## src/rtl/uart_tx_fifo_feeder_if.sv

```systemverilog
// Host write port plus UART TX launch/status handshake for uart_tx_fifo_feeder.
// slave is the feeder's view; master is the host/UART side that drives it.
interface uart_tx_fifo_feeder_if #(
  parameter int DEPTH = 16
) ();
  localparam int CW = $clog2(DEPTH + 1);

  logic          i_Wr_En;
  logic [7:0]    i_Wr_Byte;
  logic          i_Clr_Overflow;
  logic          o_Full;
  logic          o_Empty;
  logic [CW-1:0] o_Count;
  logic          o_Overflow;
  logic          o_Tx_DV;
  logic [7:0]    o_Tx_Byte;
  logic          i_Tx_Active;
  logic          i_Tx_Done;

  modport slave (
    input  i_Wr_En,
    input  i_Wr_Byte,
    input  i_Clr_Overflow,
    output o_Full,
    output o_Empty,
    output o_Count,
    output o_Overflow,
    output o_Tx_DV,
    output o_Tx_Byte,
    input  i_Tx_Active,
    input  i_Tx_Done
  );

  modport master (
    output i_Wr_En,
    output i_Wr_Byte,
    output i_Clr_Overflow,
    input  o_Full,
    input  o_Empty,
    input  o_Count,
    input  o_Overflow,
    input  o_Tx_DV,
    input  o_Tx_Byte,
    output i_Tx_Active,
    output i_Tx_Done
  );
endinterface

```

## src/rtl/uart_tx_fifo_feeder.sv

```systemverilog
// Byte FIFO that meters host writes into a UART transmitter, one frame at a time.
// Define UART_TX_FIFO_STATS_EN to add saturating o_Sent_Cnt / o_Drop_Cnt counters.
module uart_tx_fifo_feeder #(
  parameter int DEPTH        = 16,
  parameter int GUARD_CYCLES = 2
) (
  input logic                  i_Clock,
  input logic                  i_Rst_L,
  uart_tx_fifo_feeder_if.slave bus
`ifdef UART_TX_FIFO_STATS_EN
  ,
  output logic [15:0]          o_Sent_Cnt,
  output logic [15:0]          o_Drop_Cnt
`endif
);

  localparam int AW = (DEPTH > 1) ? $clog2(DEPTH) : 1;
  localparam int CW = $clog2(DEPTH + 1);
  localparam int GW = (GUARD_CYCLES > 1) ? $clog2(GUARD_CYCLES) : 1;

  typedef enum logic [1:0] {
    IDLE,
    LAUNCH,
    BUSY,
    GUARD
  } state_t;

  logic [7:0]    mem_q [DEPTH];
  logic [AW-1:0] wrPtr_q, wrPtr_d;
  logic [AW-1:0] rdPtr_q, rdPtr_d;
  logic [CW-1:0] count_q, count_d;
  logic          full_q, full_d;
  logic          empty_q, empty_d;
  logic          overflow_q, overflow_d;

  state_t        state_q, state_d;
  logic [GW-1:0] guard_q, guard_d;
  logic          txDv_q, txDv_d;
  logic [7:0]    txByte_q, txByte_d;

  logic          wrAccept;
  logic          wrDrop;
  logic          pop;

  // Acceptance uses the registered full flag, so a pop in the same cycle never rescues a write.
  assign wrAccept = bus.i_Wr_En && !full_q;
  assign wrDrop   = bus.i_Wr_En && full_q;

  always_comb begin
    wrPtr_d    = wrPtr_q;
    rdPtr_d    = rdPtr_q;
    count_d    = count_q;
    overflow_d = overflow_q;
    if (wrAccept) begin
      wrPtr_d = wrPtr_q + AW'(1);
    end
    if (pop) begin
      rdPtr_d = rdPtr_q + AW'(1);
    end
    if (wrAccept && !pop) begin
      count_d = count_q + CW'(1);
    end else if (!wrAccept && pop) begin
      count_d = count_q - CW'(1);
    end
    if (wrDrop) begin
      overflow_d = 1'b1;
    end else if (bus.i_Clr_Overflow) begin
      overflow_d = 1'b0;
    end
    full_d  = (count_d == CW'(DEPTH));
    empty_d = (count_d == '0);
  end

  always_ff @(posedge i_Clock or negedge i_Rst_L) begin
    if (!i_Rst_L) begin
      wrPtr_q    <= '0;
      rdPtr_q    <= '0;
      count_q    <= '0;
      full_q     <= 1'b0;
      empty_q    <= 1'b1;
      overflow_q <= 1'b0;
    end else begin
      wrPtr_q    <= wrPtr_d;
      rdPtr_q    <= rdPtr_d;
      count_q    <= count_d;
      full_q     <= full_d;
      empty_q    <= empty_d;
      overflow_q <= overflow_d;
    end
  end

  always_ff @(posedge i_Clock) begin
    if (wrAccept) begin
      mem_q[wrPtr_q] <= bus.i_Wr_Byte;
    end
  end

  // IDLE also waits on i_Tx_Active: the UART is not reset with us and may still be mid-frame.
  always_comb begin
    state_d  = state_q;
    guard_d  = guard_q;
    txDv_d   = 1'b0;
    txByte_d = txByte_q;
    pop      = 1'b0;
    case (state_q)
      IDLE: begin
        if (!empty_q && !bus.i_Tx_Active) begin
          pop      = 1'b1;
          txDv_d   = 1'b1;
          txByte_d = mem_q[rdPtr_q];
          state_d  = LAUNCH;
        end
      end
      LAUNCH: begin
        state_d = BUSY;
      end
      BUSY: begin
        if (bus.i_Tx_Done) begin
          if (GUARD_CYCLES > 1) begin
            state_d = GUARD;
            guard_d = GW'(GUARD_CYCLES - 1);
          end else begin
            state_d = IDLE;
          end
        end
      end
      GUARD: begin
        if (guard_q <= GW'(1)) begin
          state_d = IDLE;
        end else begin
          guard_d = guard_q - GW'(1);
        end
      end
      default: begin
        state_d = IDLE;
      end
    endcase
  end

  always_ff @(posedge i_Clock or negedge i_Rst_L) begin
    if (!i_Rst_L) begin
      state_q  <= IDLE;
      guard_q  <= '0;
      txDv_q   <= 1'b0;
      txByte_q <= 8'h00;
    end else begin
      state_q  <= state_d;
      guard_q  <= guard_d;
      txDv_q   <= txDv_d;
      txByte_q <= txByte_d;
    end
  end

  assign bus.o_Full     = full_q;
  assign bus.o_Empty    = empty_q;
  assign bus.o_Count    = count_q;
  assign bus.o_Overflow = overflow_q;
  assign bus.o_Tx_DV    = txDv_q;
  assign bus.o_Tx_Byte  = txByte_q;

`ifdef UART_TX_FIFO_STATS_EN
  logic        frameDone;
  logic [15:0] sentCnt_q, sentCnt_d;
  logic [15:0] dropCnt_q, dropCnt_d;

  assign frameDone = (state_q == BUSY) && bus.i_Tx_Done;

  always_comb begin
    sentCnt_d = sentCnt_q;
    dropCnt_d = dropCnt_q;
    if (frameDone && (sentCnt_q != 16'hFFFF)) begin
      sentCnt_d = sentCnt_q + 16'd1;
    end
    if (wrDrop && (dropCnt_q != 16'hFFFF)) begin
      dropCnt_d = dropCnt_q + 16'd1;
    end
  end

  always_ff @(posedge i_Clock or negedge i_Rst_L) begin
    if (!i_Rst_L) begin
      sentCnt_q <= '0;
      dropCnt_q <= '0;
    end else begin
      sentCnt_q <= sentCnt_d;
      dropCnt_q <= dropCnt_d;
    end
  end

  assign o_Sent_Cnt = sentCnt_q;
  assign o_Drop_Cnt = dropCnt_q;
`endif

endmodule

```

## src/flat_wrapper.sv

```systemverilog
// flat-port wrapper written by rule: the top's interface ports become plain ports
module uart_tx_fifo_feeder_flat 
#(
  parameter int DEPTH        = 16,
  parameter int GUARD_CYCLES = 2
)
  (i_Clock, i_Rst_L, bus_i_Wr_En, bus_i_Wr_Byte, bus_i_Clr_Overflow, bus_o_Full, bus_o_Empty, bus_o_Count, bus_o_Overflow, bus_o_Tx_DV, bus_o_Tx_Byte, bus_i_Tx_Active, bus_i_Tx_Done);
  uart_tx_fifo_feeder_if #(.DEPTH(DEPTH)) bus_i ();
  input logic i_Clock;
  input logic i_Rst_L;
  input wire logic [$bits(bus_i.i_Wr_En)-1:0] bus_i_Wr_En;
  input wire logic [$bits(bus_i.i_Wr_Byte)-1:0] bus_i_Wr_Byte;
  input wire logic [$bits(bus_i.i_Clr_Overflow)-1:0] bus_i_Clr_Overflow;
  output wire logic [$bits(bus_i.o_Full)-1:0] bus_o_Full;
  output wire logic [$bits(bus_i.o_Empty)-1:0] bus_o_Empty;
  output wire logic [$bits(bus_i.o_Count)-1:0] bus_o_Count;
  output wire logic [$bits(bus_i.o_Overflow)-1:0] bus_o_Overflow;
  output wire logic [$bits(bus_i.o_Tx_DV)-1:0] bus_o_Tx_DV;
  output wire logic [$bits(bus_i.o_Tx_Byte)-1:0] bus_o_Tx_Byte;
  input wire logic [$bits(bus_i.i_Tx_Active)-1:0] bus_i_Tx_Active;
  input wire logic [$bits(bus_i.i_Tx_Done)-1:0] bus_i_Tx_Done;
  assign bus_i.i_Wr_En = bus_i_Wr_En;
  assign bus_i.i_Wr_Byte = bus_i_Wr_Byte;
  assign bus_i.i_Clr_Overflow = bus_i_Clr_Overflow;
  assign bus_o_Full = bus_i.o_Full;
  assign bus_o_Empty = bus_i.o_Empty;
  assign bus_o_Count = bus_i.o_Count;
  assign bus_o_Overflow = bus_i.o_Overflow;
  assign bus_o_Tx_DV = bus_i.o_Tx_DV;
  assign bus_o_Tx_Byte = bus_i.o_Tx_Byte;
  assign bus_i.i_Tx_Active = bus_i_Tx_Active;
  assign bus_i.i_Tx_Done = bus_i_Tx_Done;
  uart_tx_fifo_feeder #(.DEPTH(DEPTH), .GUARD_CYCLES(GUARD_CYCLES)) u_core (.i_Clock(i_Clock), .i_Rst_L(i_Rst_L), .bus(bus_i));
endmodule
```

## config.mk

```make
export PLATFORM = sky130hd
export DESIGN_NAME = uart_tx_fifo_feeder_flat
export DESIGN_NICKNAME = d
export VERILOG_FILES = /design/src/rtl/uart_tx_fifo_feeder_if.sv /design/src/rtl/uart_tx_fifo_feeder.sv /design/src/flat_wrapper.sv
export SDC_FILE = /design/constraint.sdc
export NUM_CORES = 1
export LEC_CHECK = 0
export ABC_CLOCK_PERIOD_IN_PS = 2200
export CORE_MARGIN = 2
export CORE_UTILIZATION = 57
export DETAILED_ROUTE_END_ITERATION = 10
export DONT_BUFFER_PORTS = 1
export MAX_ROUTING_LAYER = met4
export PLACE_DENSITY = 0.75
export RECOVER_POWER = 25
export SYNTH_ARGS = -nofsm -noshare
export SYNTH_HDL_FRONTEND = slang
export SYNTH_SLANG_ARGS = --single-unit
export TNS_END_PERCENT = 1
```

## constraint.sdc

```tcl
create_clock -name i_Clock -period 2.2 [get_ports i_Clock]
set_clock_uncertainty 0.2 [all_clocks]
set_input_delay 0.44 -clock i_Clock [delete_from_list [all_inputs] [get_ports i_Clock]]
set_output_delay 0.44 -clock i_Clock [all_outputs]
set_load 0.02 [all_outputs]
```

==> summary.md, run 1 <==
| Metric | Value |
|---|---|
| Critical Path AT | `2350 ps` |
| Final Cycle Share | `97.6%` |
| Final HPWL DP | `7960 µm` |
| Distinct cells, synth | `48` |
| Starting Density | `58.5%` |
| Vias | `3273` |
| Synthesized area per cell | `18.7 µm²` |
| DRT Pass-1 Iters | `5` |
| Nets | `414` |
| Setup_tns | `0 ps` |
| Die X | `109 µm` |
| Cts bufs inserted | `17` |
| Pleak | `2.65 nW` |
| Post-Layout Cell Count | `546` |
| Status | `finished, final reports clean` |
| Worst-path clk slew | `70 ps` |
| Top_reg_cell synth | `edfxtp_1` |
| Register area share after synthesis | `71.3%` |
| Crit path from | `u_core.state_q[1]$_DFFE_PN0P_` |
| Multi-input logic area | `0.00171 mm²` |
| HP Class | `input port to flip-flop` |
| Antenna viol nets, final | `0` |
| WL/cell | `23.2 µm` |
| Area growth syn-to-layout | `17.3%` |
| Peak Freq | `466 MHz` |
| CP endpoint | `u_core.bus.o_Full$_DFF_PN0_` |
| CTS tree | `yes` |
| Maximum fanout along the worst path | `12` |
| Post-Syn Nets | `363` |
| Synthesis-stage register bit count | `155` |
| CP Class | `flip-flop to flip-flop` |
| Top Ports | `31` |
| Worst reg2reg path endpoint | `u_core.bus.o_Full$_DFF_PN0_` |
| Initial antenna violation count | `2` |
| DRC Markers | `0` |
| Total Power | `0.00978 W` |
| Slew Limit Fails | `0` |
| Synth Instances | `340` |
| PwrDens | `1310 mW/mm²` |
| Clock latency on the worst-skew pair | `530 ps` |
| Final-report hold violation count | `0` |
| Inst Count DP | `496` |
| R2R setup slack | `50 ps` |
| Synth cell count leaders | `128 x edfxtp_1, 31 x mux4_2, 26 x dfrtp_1` |
| Core area | `0.0108 mm²` |
| Number of global-route vias before repair | `3354` |
| Fillers | `698` |
| Worst slew margin relative to its limit | `15.2%` |
| Clock sink total | `155` |
| Largest net degree at the start of global routing | `28` |
| Top cell type's share of synthesized area | `60.6%` |
| Register Area | `0.00452 mm²` |
| Tot GR Track Use | `24.0%` |
| Total grt overflow | `0` |
| Placement row count | `38` |
| Die height | `109 µm` |
| Critical R2R Launch | `u_core.state_q[1]$_DFFE_PN0P_` |
| Synth area leaders | `edfxtp_1 61%, mux4_2 11%, dfrtp_1 10%` |
| EDFF count, synth | `128` |
| CTS root buf | `clkbuf_8` |
| Max-cap viol count | `0` |
| Critical Path End Type | `flip-flop` |
| DR iter-0 viols | `231` |
| WL final | `12700 µm` |
| CTS Buffer Depth | `2` |
| CP Launch Type | `flip-flop` |
| R2r worst-path depth | `7` |
| Util after Layout | `68.6%` |
| Overall die area | `0.0120 mm²` |
| Largest area contributor in the netlist | `edfxtp_1` |
| Ratio of cells with drive above 1 in the final layout | `28.0%` |
| Final Setup Violations | `0` |
| Area of the mapped netlist | `0.00634 mm²` |
| Buffers on Ports | `0` |
| Synth warn | `0` |
| DR vias/cell | `5.99` |
| Minimum clock period | `2150 ps` |
| # H-tree levels | `4` |
| Worst Path Required | `2410 ps` |
| Routability cong. | `0.839` |
| Peak supply drop | `0.000658 V` |
| Worst Tran Pin Value | `1270 ps` |
| First-pass GRT wire length | `19300 µm` |
| Most numerous cell in the Yosys netlist | `edfxtp_1` |
| Post-synth ARST share | `17.4%` |
[metal layers]
layer / GRT usage (%) / vias to the layer above / share of wire, %
met5: - / - / 0
met2: 36.6 / 106 / 51
met4: 7.78 / 0 / 1.1
met3: 6.99 / 13 / 5.5
met1: 31.8 / 1701 / 43
li1: - / 1453 / -
[registers in the layout, summed over array words and instances (netlist names)]
name	cells
u_core.bus.o_Count	5
u_core.wrPtr_q	4
u_core.bus.o_Empty	1
u_core.bus.o_Tx_Byte	8
u_core.mem_q	128
u_core.bus.o_Tx_DV	1
u_core.bus.o_Full	1
u_core.bus.o_Overflow	1
u_core.rdPtr_q	4
u_core.state_q	2
[cell type report]
class	count	area share, %
diodes	2	0.0673
multi-input cells	159	22.9
flip-flops and latches	155	60.8
clock buffers	18	5.62
inverters	9	0.622
well taps	140	2.35
repair buffers	49	5.72
clock inverters	14	1.92
[critical path, stage by stage, from the launching register on]
cell and delay [ps]:
dfrtp_1 390, inv_1 90, ha_4 150, or3b_4 450, clkinv_8 110, xnor2_2 90
a221oi_2 460, nor4b_4 90
[per-stage QoR]
| step | setup WS (ps) | area (µm²) | hold slack, ps |
|---|---|---|---|
| 3_5_place_dp | -45.7 | 6690 | -55.0 |
| 2_1_floorplan | 111 | 6340 | -55.6 |
| 3_3_place_gp | 48.1 | 6690 | -55.0 |
| 4_1_cts | 16.9 | 7380 | 2.50 |
| 6_report | 52.4 | 7440 | 29.5 |
| 5_1_grt | -12.2 | 7440 | 38.7 |
[cell families after synthesis]
family | share of synthesized area (%)
flops | 71.3
fa+ha+maj | 1.78
mux | 13.9
buf+inv | 2.41
compound gates | 2.86
simple gates | 6.45
xor+xnor | 1.36
[worst min-delay path by stage]
stage,cells after the start,endpoint,from
after floorplan,0,u_core.bus.o_Count[0]$_DFF_PN0_,i_Rst_L
after global placement,0,u_core.bus.o_Tx_Byte[7]$_DFFE_PN0P_,i_Rst_L
after detailed placement,0,u_core.bus.o_Overflow$_DFFE_PN0P_,i_Rst_L
after CTS,3,u_core.state_q[0]$_DFFE_PN0P_,bus_i_Tx_Done
after global routing,3,u_core.state_q[0]$_DFFE_PN0P_,bus_i_Tx_Done
final,3,u_core.state_q[0]$_DFFE_PN0P_,bus_i_Tx_Done
[power by group]
part	switching [W]	total (W)	internal, W
clock network	0.00120	0.00272	0.00153
logic	0.00152	0.00295	0.00142
registers	0.000446	0.00411	0.00366
total	0.00316	0.00978	0.00661
[cell usage in the layout, fill, tap and decap left out, types with 2 or more instances in the layout]
master,instances
inv_1,7
clkinv_4,4
dfrtp_1,25
nor2_1,7
a21oi_1,2
o221ai_1,7
a31oi_1,3
mux2i_1,17
clkinv_2,2
ha_1,8
dlygate4sd3_1,11
and4_1,2
nand2_1,18
and3_1,2
edfxtp_1,128
nand3b_1,3
and2_1,16
buf_12,2
diode_2,2
inv_8,2
o21ai_0,2
buf_4,35
inv_6,2
nor3_1,3
nor2b_1,2
mux4_2,31
clkbuf_16,16
nand2b_1,2
clkinv_8,2
nand4_1,4
nand3_1,2
xnor2_1,7
[repair_timing]
action,CTS,global route
setup endpoints to repair,1,2
pin swaps,0,1
setup buffers,0,4
hold endpoints to repair,156,0
gates resized for setup,1,6
hold buffers,12,0
No activity file was read; power rests on OpenSTA's default activity.
==> run 2, diff against run 1 <==
--- a/config.mk
+++ b/config.mk
@@ -5,13 +5,14 @@
 export SDC_FILE = /design/constraint.sdc
 export NUM_CORES = 1
 export LEC_CHECK = 0
+export ABC_AREA = 0
 export ABC_CLOCK_PERIOD_IN_PS = 2200
 export CORE_MARGIN = 2
 export CORE_UTILIZATION = 57
 export DETAILED_ROUTE_END_ITERATION = 10
 export DONT_BUFFER_PORTS = 1
 export MAX_ROUTING_LAYER = met4
-export PLACE_DENSITY = 0.75
+export PLACE_DENSITY = 0.73
 export RECOVER_POWER = 25
 export SYNTH_ARGS = -nofsm -noshare
 export SYNTH_HDL_FRONTEND = slang
==> summary.md, run 2 (same netlist as run 1, synthesis figures left out) <==
| Metric | Value |
|---|---|
| Tot GR Track Use | `25.1% (was 24.0%)` |
| Sequential power share | `43.1% (was 42.0%)` |
| Largest Register | `u_core.mem_q (unchanged)` |
| Worst slew margin relative to its limit | `13.9% (was 15.2%)` |
| Cell internal pwr | `0.00653 W (was 0.00661 W)` |
| Initial antenna violation count | `0 (was 2)` |
| WHS Path Cells | `3 (unchanged)` |
| Fillers | `700 (was 698)` |
| Ant. Diodes | `0 (was 2)` |
| Nets | `411 (was 414)` |
| Routability cong. | `0.854 (was 0.839)` |
| DR vias/cell | `6.04 (was 5.99)` |
| Peak Freq | `470 MHz (was 466 MHz)` |
| Clock latency on the worst-skew pair | `520 ps (was 530 ps)` |
| Slew Limit Fails | `0 (unchanged)` |
| HP Class | `input port to flip-flop (unchanged)` |
| Final Cycle Share | `96.7% (was 97.6%)` |
| Pleak | `2.61 nW (was 2.65 nW)` |
| WL final | `13000 µm (was 12700 µm)` |
| Starting Density | `58.5% (unchanged)` |
| Cts bufs inserted | `17 (unchanged)` |
| Max-cap viol count | `0 (unchanged)` |
| Final HPWL DP | `8000 µm (was 7960 µm)` |
| Ratio of cells with drive above 1 in the final layout | `26.4% (was 28.0%)` |
| Worst Hold Path EP | `u_core.state_q[0]$_DFFE_PN0P_ (unchanged)` |
| Placement row count | `38 (unchanged)` |
| Critical Path End Type | `flip-flop (unchanged)` |
| Worst-path clk slew | `70 ps (about the same)` |
| Total grt overflow | `0 (unchanged)` |
| Number of global-route vias before repair | `3407 (was 3354)` |
| Final-report hold violation count | `0 (unchanged)` |
| Peak supply drop | `0.00111 V (was 0.000658 V)` |
| PwrDens | `1300 mW/mm² (was 1310 mW/mm²)` |
| RSZ-0062 raised after global routing | `no` |
| Buffers on Ports | `0 (unchanged)` |
| R2R setup slack | `70 ps (was 50 ps)` |
| CTS Buffer Depth | `2 (unchanged)` |
| Total Power | `0.00957 W (was 0.00978 W)` |
| Sw frac | `31.8% (was 32.3%)` |
| CP Launch Type | `flip-flop (unchanged)` |
| Status | `finished, final reports clean (unchanged)` |
| Register Area | `0.00452 mm² (unchanged)` |
| Worst Path Required | `2430 ps (was 2410 ps)` |
| HP Start | `bus_i_Tx_Done (unchanged)` |
| Multi-input logic area | `0.00168 mm² (was 0.00171 mm²)` |
| Most frequent cells in the layout | `128 x edfxtp_1, 33 x buf_4, 31 x mux4_2 (was 128 x edfxtp_1, 35 x buf_4, 31 x mux4_2)` |
| CP Class | `flip-flop to flip-flop (unchanged)` |
| DRT Pass-1 Iters | `4 (was 5)` |
| Vias | `3267 (was 3273)` |
| Core area | `0.0108 mm² (unchanged)` |
| Largest register FFs | `128 (unchanged)` |
| CTS tree | `yes (unchanged)` |
| Setup_tns | `0 ps (unchanged)` |
| Comb power frac | `29.3% (was 30.1%)` |
| CTS root buf | `clkbuf_8 (unchanged)` |
| Final Setup Violations | `0 (unchanged)` |
| Area growth syn-to-layout | `15.9% (was 17.3%)` |
| Antenna viol nets, final | `0 (unchanged)` |
| Overall die area | `0.0120 mm² (unchanged)` |
| Critical Path AT | `2350 ps (about the same)` |
| Critical R2R Launch | `u_core.state_q[0]$_DFFE_PN0P_ (was u_core.state_q[1]$_DFFE_PN0P_)` |
| Clock sink total | `155 (unchanged)` |
| Maximum fanout along the worst path | `4 (was 12)` |
| Clock Power Share | `27.6% (was 27.9%)` |
| Minimum clock period | `2130 ps (was 2150 ps)` |
| Worst reg2reg path endpoint | `u_core.bus.o_Full$_DFF_PN0_ (unchanged)` |
| Largest net degree at the start of global routing | `28 (unchanged)` |
| WL/cell | `24.0 µm (was 23.2 µm)` |
| First-pass GRT wire length | `20100 µm (was 19300 µm)` |
| P_sw | `0.00304 W (was 0.00316 W)` |
| Die height | `109 µm (unchanged)` |
| Die X | `109 µm (unchanged)` |
| DRC Markers | `0 (unchanged)` |
| DR iter-0 viols | `397 (was 231)` |
| Commonest non-fill, non-tap cell in the layout | `edfxtp_1 (unchanged)` |
| R2r worst-path depth | `7 (unchanged)` |
| Top Ports | `31 (unchanged)` |
| Worst Tran Pin Value | `1290 ps (was 1270 ps)` |
| # H-tree levels | `4 (unchanged)` |
## run 2: timing repair
action / 4_1_cts / 5_1_grt
hold buffers: 12 / 0
setup buffers: 0 / 0
hold endpoints to repair: 156 / 0
resized for setup: 1 / 2
setup endpoints to repair: 1 / 10
pin swaps: 0 / 1
## run 2: layout make-up
type	count	share of cell area (%)
sequential	155	61.5
multi-input combinational	159	22.9
clock buffer	22	6.02
timing repair buffer	46	5.31
tap	140	2.38
clock inverter	10	1.28
inverter	9	0.630
## run 2: worst max-delay path by stage
| stage | start | endpoint | slack, ps | depth (start not counted) |
|---|---|---|---|---|
| 4_1_cts | u_core.state_q[0]$_DFFE_PN0P_ | u_core.bus.o_Full$_DFF_PN0_ | 40 | 7 |
| 5_1_grt | u_core.state_q[0]$_DFFE_PN0P_ | u_core.bus.o_Tx_Byte[5]$_DFFE_PN0P_ | 5 | 7 |
| 3_3_place_gp | u_core.state_q[0]$_DFFE_PN0P_ | u_core.bus.o_Full$_DFF_PN0_ | 100 | 7 |
| 6_report | u_core.state_q[0]$_DFFE_PN0P_ | u_core.bus.o_Full$_DFF_PN0_ | 70 | 7 |
| 3_5_place_dp | u_core.state_q[0]$_DFFE_PN0P_ | u_core.bus.o_Full$_DFF_PN0_ | 20 | 7 |
| 2_1_floorplan | u_core.bus.o_Count[0]$_DFF_PN0_ | u_core.bus.o_Full$_DFF_PN0_ | 110 | 7 |
## run 2: per-layer routing
layer | track usage [%] | vias up | part of all wire, %
li1 | - | 1440 | -
met1 | 33.5 | 1705 | 41
met2 | 39.3 | 112 | 50
met3 | 6.16 | 10 | 7.2
met4 | 6.69 | 0 | 0.86
met5 | - | - | 0
## run 2: power groups by stage
stage / Combinational (W) / Sequential, W / Clock, W
after floorplan: 0.00200 / 0.00407 / 0
after global placement: 0.00266 / 0.00415 / 0
after detailed placement: 0.00270 / 0.00418 / 0
after CTS: 0.00282 / 0.00413 / 0.00268
after global routing: 0.00303 / 0.00418 / 0.00282
final: 0.00280 / 0.00413 / 0.00265
## run 2: worst max-delay path, cell delays in order, from the launching register on
cell and delay [ps]:
dfrtp_1 380, inv_1 80, ha_1 170, buf_4 120
nor4bb_1 270, a31oi_1 160, a211oi_2 370, nor4b_2 280
## run 2: per-stage QoR
stage	area [µm²]	hold WS, ps	setup slack (ps)	instances	util, %
after floorplan	6340	-55.6	111	340	-
final	7350	39.9	72.5	541	67.8
after global placement	6680	-55.0	105	497	61.6
after detailed placement	6680	-55.0	15.8	497	61.6
after global routing	7350	46.2	5.41	541	67.8
after CTS	7350	22.3	38.0	541	67.8
==> run 3, diff against run 2 <==
--- a/config.mk
+++ b/config.mk
@@ -7,7 +7,6 @@
 export LEC_CHECK = 0
 export ABC_AREA = 0
 export ABC_CLOCK_PERIOD_IN_PS = 2200
-export CORE_MARGIN = 2
 export CORE_UTILIZATION = 57
 export DETAILED_ROUTE_END_ITERATION = 10
 export DONT_BUFFER_PORTS = 1
==> summary.md, run 3 (same netlist as run 1, synthesis figures left out) <==
| Metric | Value |
|---|---|
| Largest net degree at the start of global routing | `29 (was 28)` |
| Area growth syn-to-layout | `17.1% (was 15.9%)` |
| Minimum clock period | `2130 ps (about the same)` |
| Pleak | `2.64 nW (was 2.61 nW)` |
| Post-Place Cell Area | `0.00666 mm² (was 0.00668 mm²)` |
| Slew Limit Fails | `0 (unchanged)` |
| Starting Density | `58.5% (unchanged)` |
| CTS tree | `yes (unchanged)` |
| DR iter-0 viols | `247 (was 397)` |
| Placement row count | `38 (unchanged)` |
| Final Cell Area | `0.00743 mm² (was 0.00735 mm²)` |
| Initial antenna violation count | `0 (unchanged)` |
| Peak Freq | `469 MHz (was 470 MHz)` |
| DR vias/cell | `6.04 (about the same)` |
| Worst Tran Pin Value | `1360 ps (was 1290 ps)` |
| Tot GR Track Use | `24.5% (was 25.1%)` |
| Final-report hold violation count | `0 (unchanged)` |
| Pre-CTS setup slack | `-66.6 ps (was 15.8 ps)` |
| Cts bufs inserted | `17 (unchanged)` |
| Routability cong. | `0.824 (was 0.854)` |
| Largest Register | `u_core.mem_q (unchanged)` |
| Clock sink total | `155 (unchanged)` |
| Worst-path clk slew | `60 ps (was 70 ps)` |
| Max-cap viol count | `0 (unchanged)` |
| Status | `finished, final reports clean (unchanged)` |
| Number of global-route vias before repair | `3300 (was 3407)` |
| Commonest non-fill, non-tap cell in the layout | `edfxtp_1 (unchanged)` |
| Crit path largest cell delay | `410 ps (was 380 ps)` |
| Top Ports | `31 (unchanged)` |
| Final Cycle Share | `97.0% (was 96.7%)` |
| DRC Markers | `0 (unchanged)` |
| Critical-path cell list | `inv_1, ha_2, buf_4, or4bb_1, o22ai_2, xor2_2, nor4b_2 (was inv_1, ha_1, buf_4, nor4bb_1, a31oi_1, a211oi_2, nor4b_2)` |
| Register Area | `0.00452 mm² (unchanged)` |
| CTS root buf | `clkbuf_8 (unchanged)` |
| Setup_tns | `0 ps (unchanged)` |
| Critical Path AT | `2360 ps (was 2350 ps)` |
| CP max stage cell | `or4bb_1 (was dfrtp_1)` |
| Core area | `0.0108 mm² (unchanged)` |
| Largest register FFs | `128 (unchanged)` |
| Maximum fanout along the worst path | `5 (was 4)` |
| CTS Buffer Depth | `2 (unchanged)` |
| Worst slew margin relative to its limit | `9.41% (was 13.9%)` |
| Most frequent cells in the layout | `128 x edfxtp_1, 31 x mux4_2, 31 x buf_4 (was 128 x edfxtp_1, 33 x buf_4, 31 x mux4_2)` |
| Final Setup Violations | `0 (unchanged)` |
| Overall die area | `0.0116 mm² (was 0.0120 mm²)` |
| Critical Path End Type | `flip-flop (unchanged)` |
| Buffers on Ports | `0 (unchanged)` |
| Final worst slack | `66.5 ps (was 72.5 ps)` |
| Multi-input logic area | `0.00169 mm² (was 0.00168 mm²)` |
| Die X | `107 µm (was 109 µm)` |
| CP Launch Type | `flip-flop (unchanged)` |
| First-pass GRT wire length | `18800 µm (was 20100 µm)` |
| CP Class | `flip-flop to flip-flop (unchanged)` |
| WL/cell | `22.8 µm (was 24.0 µm)` |
| Hold_ws | `48.5 ps (was 39.9 ps)` |
| Final HPWL DP | `7910 µm (was 8000 µm)` |
| PwrDens | `1330 mW/mm² (was 1300 mW/mm²)` |
| Antenna viol nets, final | `0 (unchanged)` |
| Fillers | `692 (was 700)` |
| Post-Layout Cell Count | `541 (unchanged)` |
| Ratio of cells with drive above 1 in the final layout | `26.7% (was 26.4%)` |
| Total grt overflow | `0 (unchanged)` |
| Vias | `3266 (was 3267)` |
| Peak supply drop | `0.000832 V (was 0.00111 V)` |
| WL final | `12300 µm (was 13000 µm)` |
| Clock latency on the worst-skew pair | `530 ps (was 520 ps)` |
| Nets | `411 (unchanged)` |
| Worst Path Required | `2430 ps (about the same)` |
| Inst Count DP | `493 (was 497)` |
| Die height | `107 µm (was 109 µm)` |
| # H-tree levels | `4 (unchanged)` |
| Ant. Diodes | `0 (unchanged)` |
| DRT Pass-1 Iters | `4 (unchanged)` |
| HP Class | `input port to flip-flop (unchanged)` |
## run 3: changes by cell type in the layout (fill, tap and decap cells not counted), moves of 2 or more
cell	before	now
clkinv_1	0	3
buf_4	33	31
inv_6	2	0
clkinv_2	3	5
clkbuf_1	4	0
bufinv_16	1	4
## run 3: repair_timing
| item | 4_1_cts | 5_1_grt |
|---|---|---|
| buffers inserted | 0 | 3 |
| pin swaps | 0 | 5 |
| gates resized for setup | 1 | 3 |
| setup endpoints to repair | 1 | 2 |
| hold buffers | 13 | 0 |
| endpoints found under the hold margin | 157 | 0 |
## run 3: power by group
part | leakage [nW] | internal, W | switching (W) | total (W)
registers | 1.49 | 0.00366 | 0.000397 | 0.00406
clock network | 0.290 | 0.00182 | 0.00109 | 0.00291
logic | 0.861 | 0.00140 | 0.00154 | 0.00294
## run 3: final cells by class
cell class	count	area share [%]
flip-flops and latches	155	60.9
multi-input cells	159	22.7
clock buffers	17	5.58
repair buffers	46	5.46
clock inverters	15	2.43
well taps	140	2.36
inverters	9	0.623
## run 3: worst max-delay path, delay by kind of cell (launching register included)
family	cells	cell delay [ps]
XOR/XNOR	1	130
buffers and inverters	2	210
AND/OR/NAND/NOR	2	710
adder cells (fa/ha/maj)	1	180
AO/OA/AOI/OAI	1	230
flip-flops	1	380
## run 3: final timing paths
kind | startpoint | to | slack (ps) | cells after the start
setup / recovery | u_core.state_q[0]$_DFFE_PN0P_ | u_core.bus.o_Full$_DFF_PN0_ | 70 | 7
hold / removal | bus_i_Tx_Active | u_core.bus.o_Tx_DV$_DFF_PN0_ | 50 | 2
setup reg to reg | u_core.state_q[0]$_DFFE_PN0P_ | u_core.bus.o_Full$_DFF_PN0_ | 70 | 7
hold reg to reg | u_core.state_q[0]$_DFFE_PN0P_ | u_core.state_q[0]$_DFFE_PN0P_ | 310 | 1
max in group asynchronous | i_Rst_L | u_core.rdPtr_q[1]$_DFFE_PN0P_ | 350 | 2
min in group asynchronous | i_Rst_L | u_core.bus.o_Tx_Byte[6]$_DFFE_PN0P_ | 560 | 2
## run 3: per-layer routing
metal  part of all wire (%)  track usage [%]
met5                      0                -
met4                    2.8             11.9
met3                    5.4             6.11
met2                     48             36.8
met1                     44             31.6
## run 3: through the flow
stage / utilization (%) / total power, W
2_1_floorplan: - / 0.00607
3_3_place_gp: 61.5 / 0.00685
3_5_place_dp: 61.5 / 0.00693
4_1_cts: 68.3 / 0.00993
5_1_grt: 68.5 / 0.0104
6_report: 68.5 / 0.00992
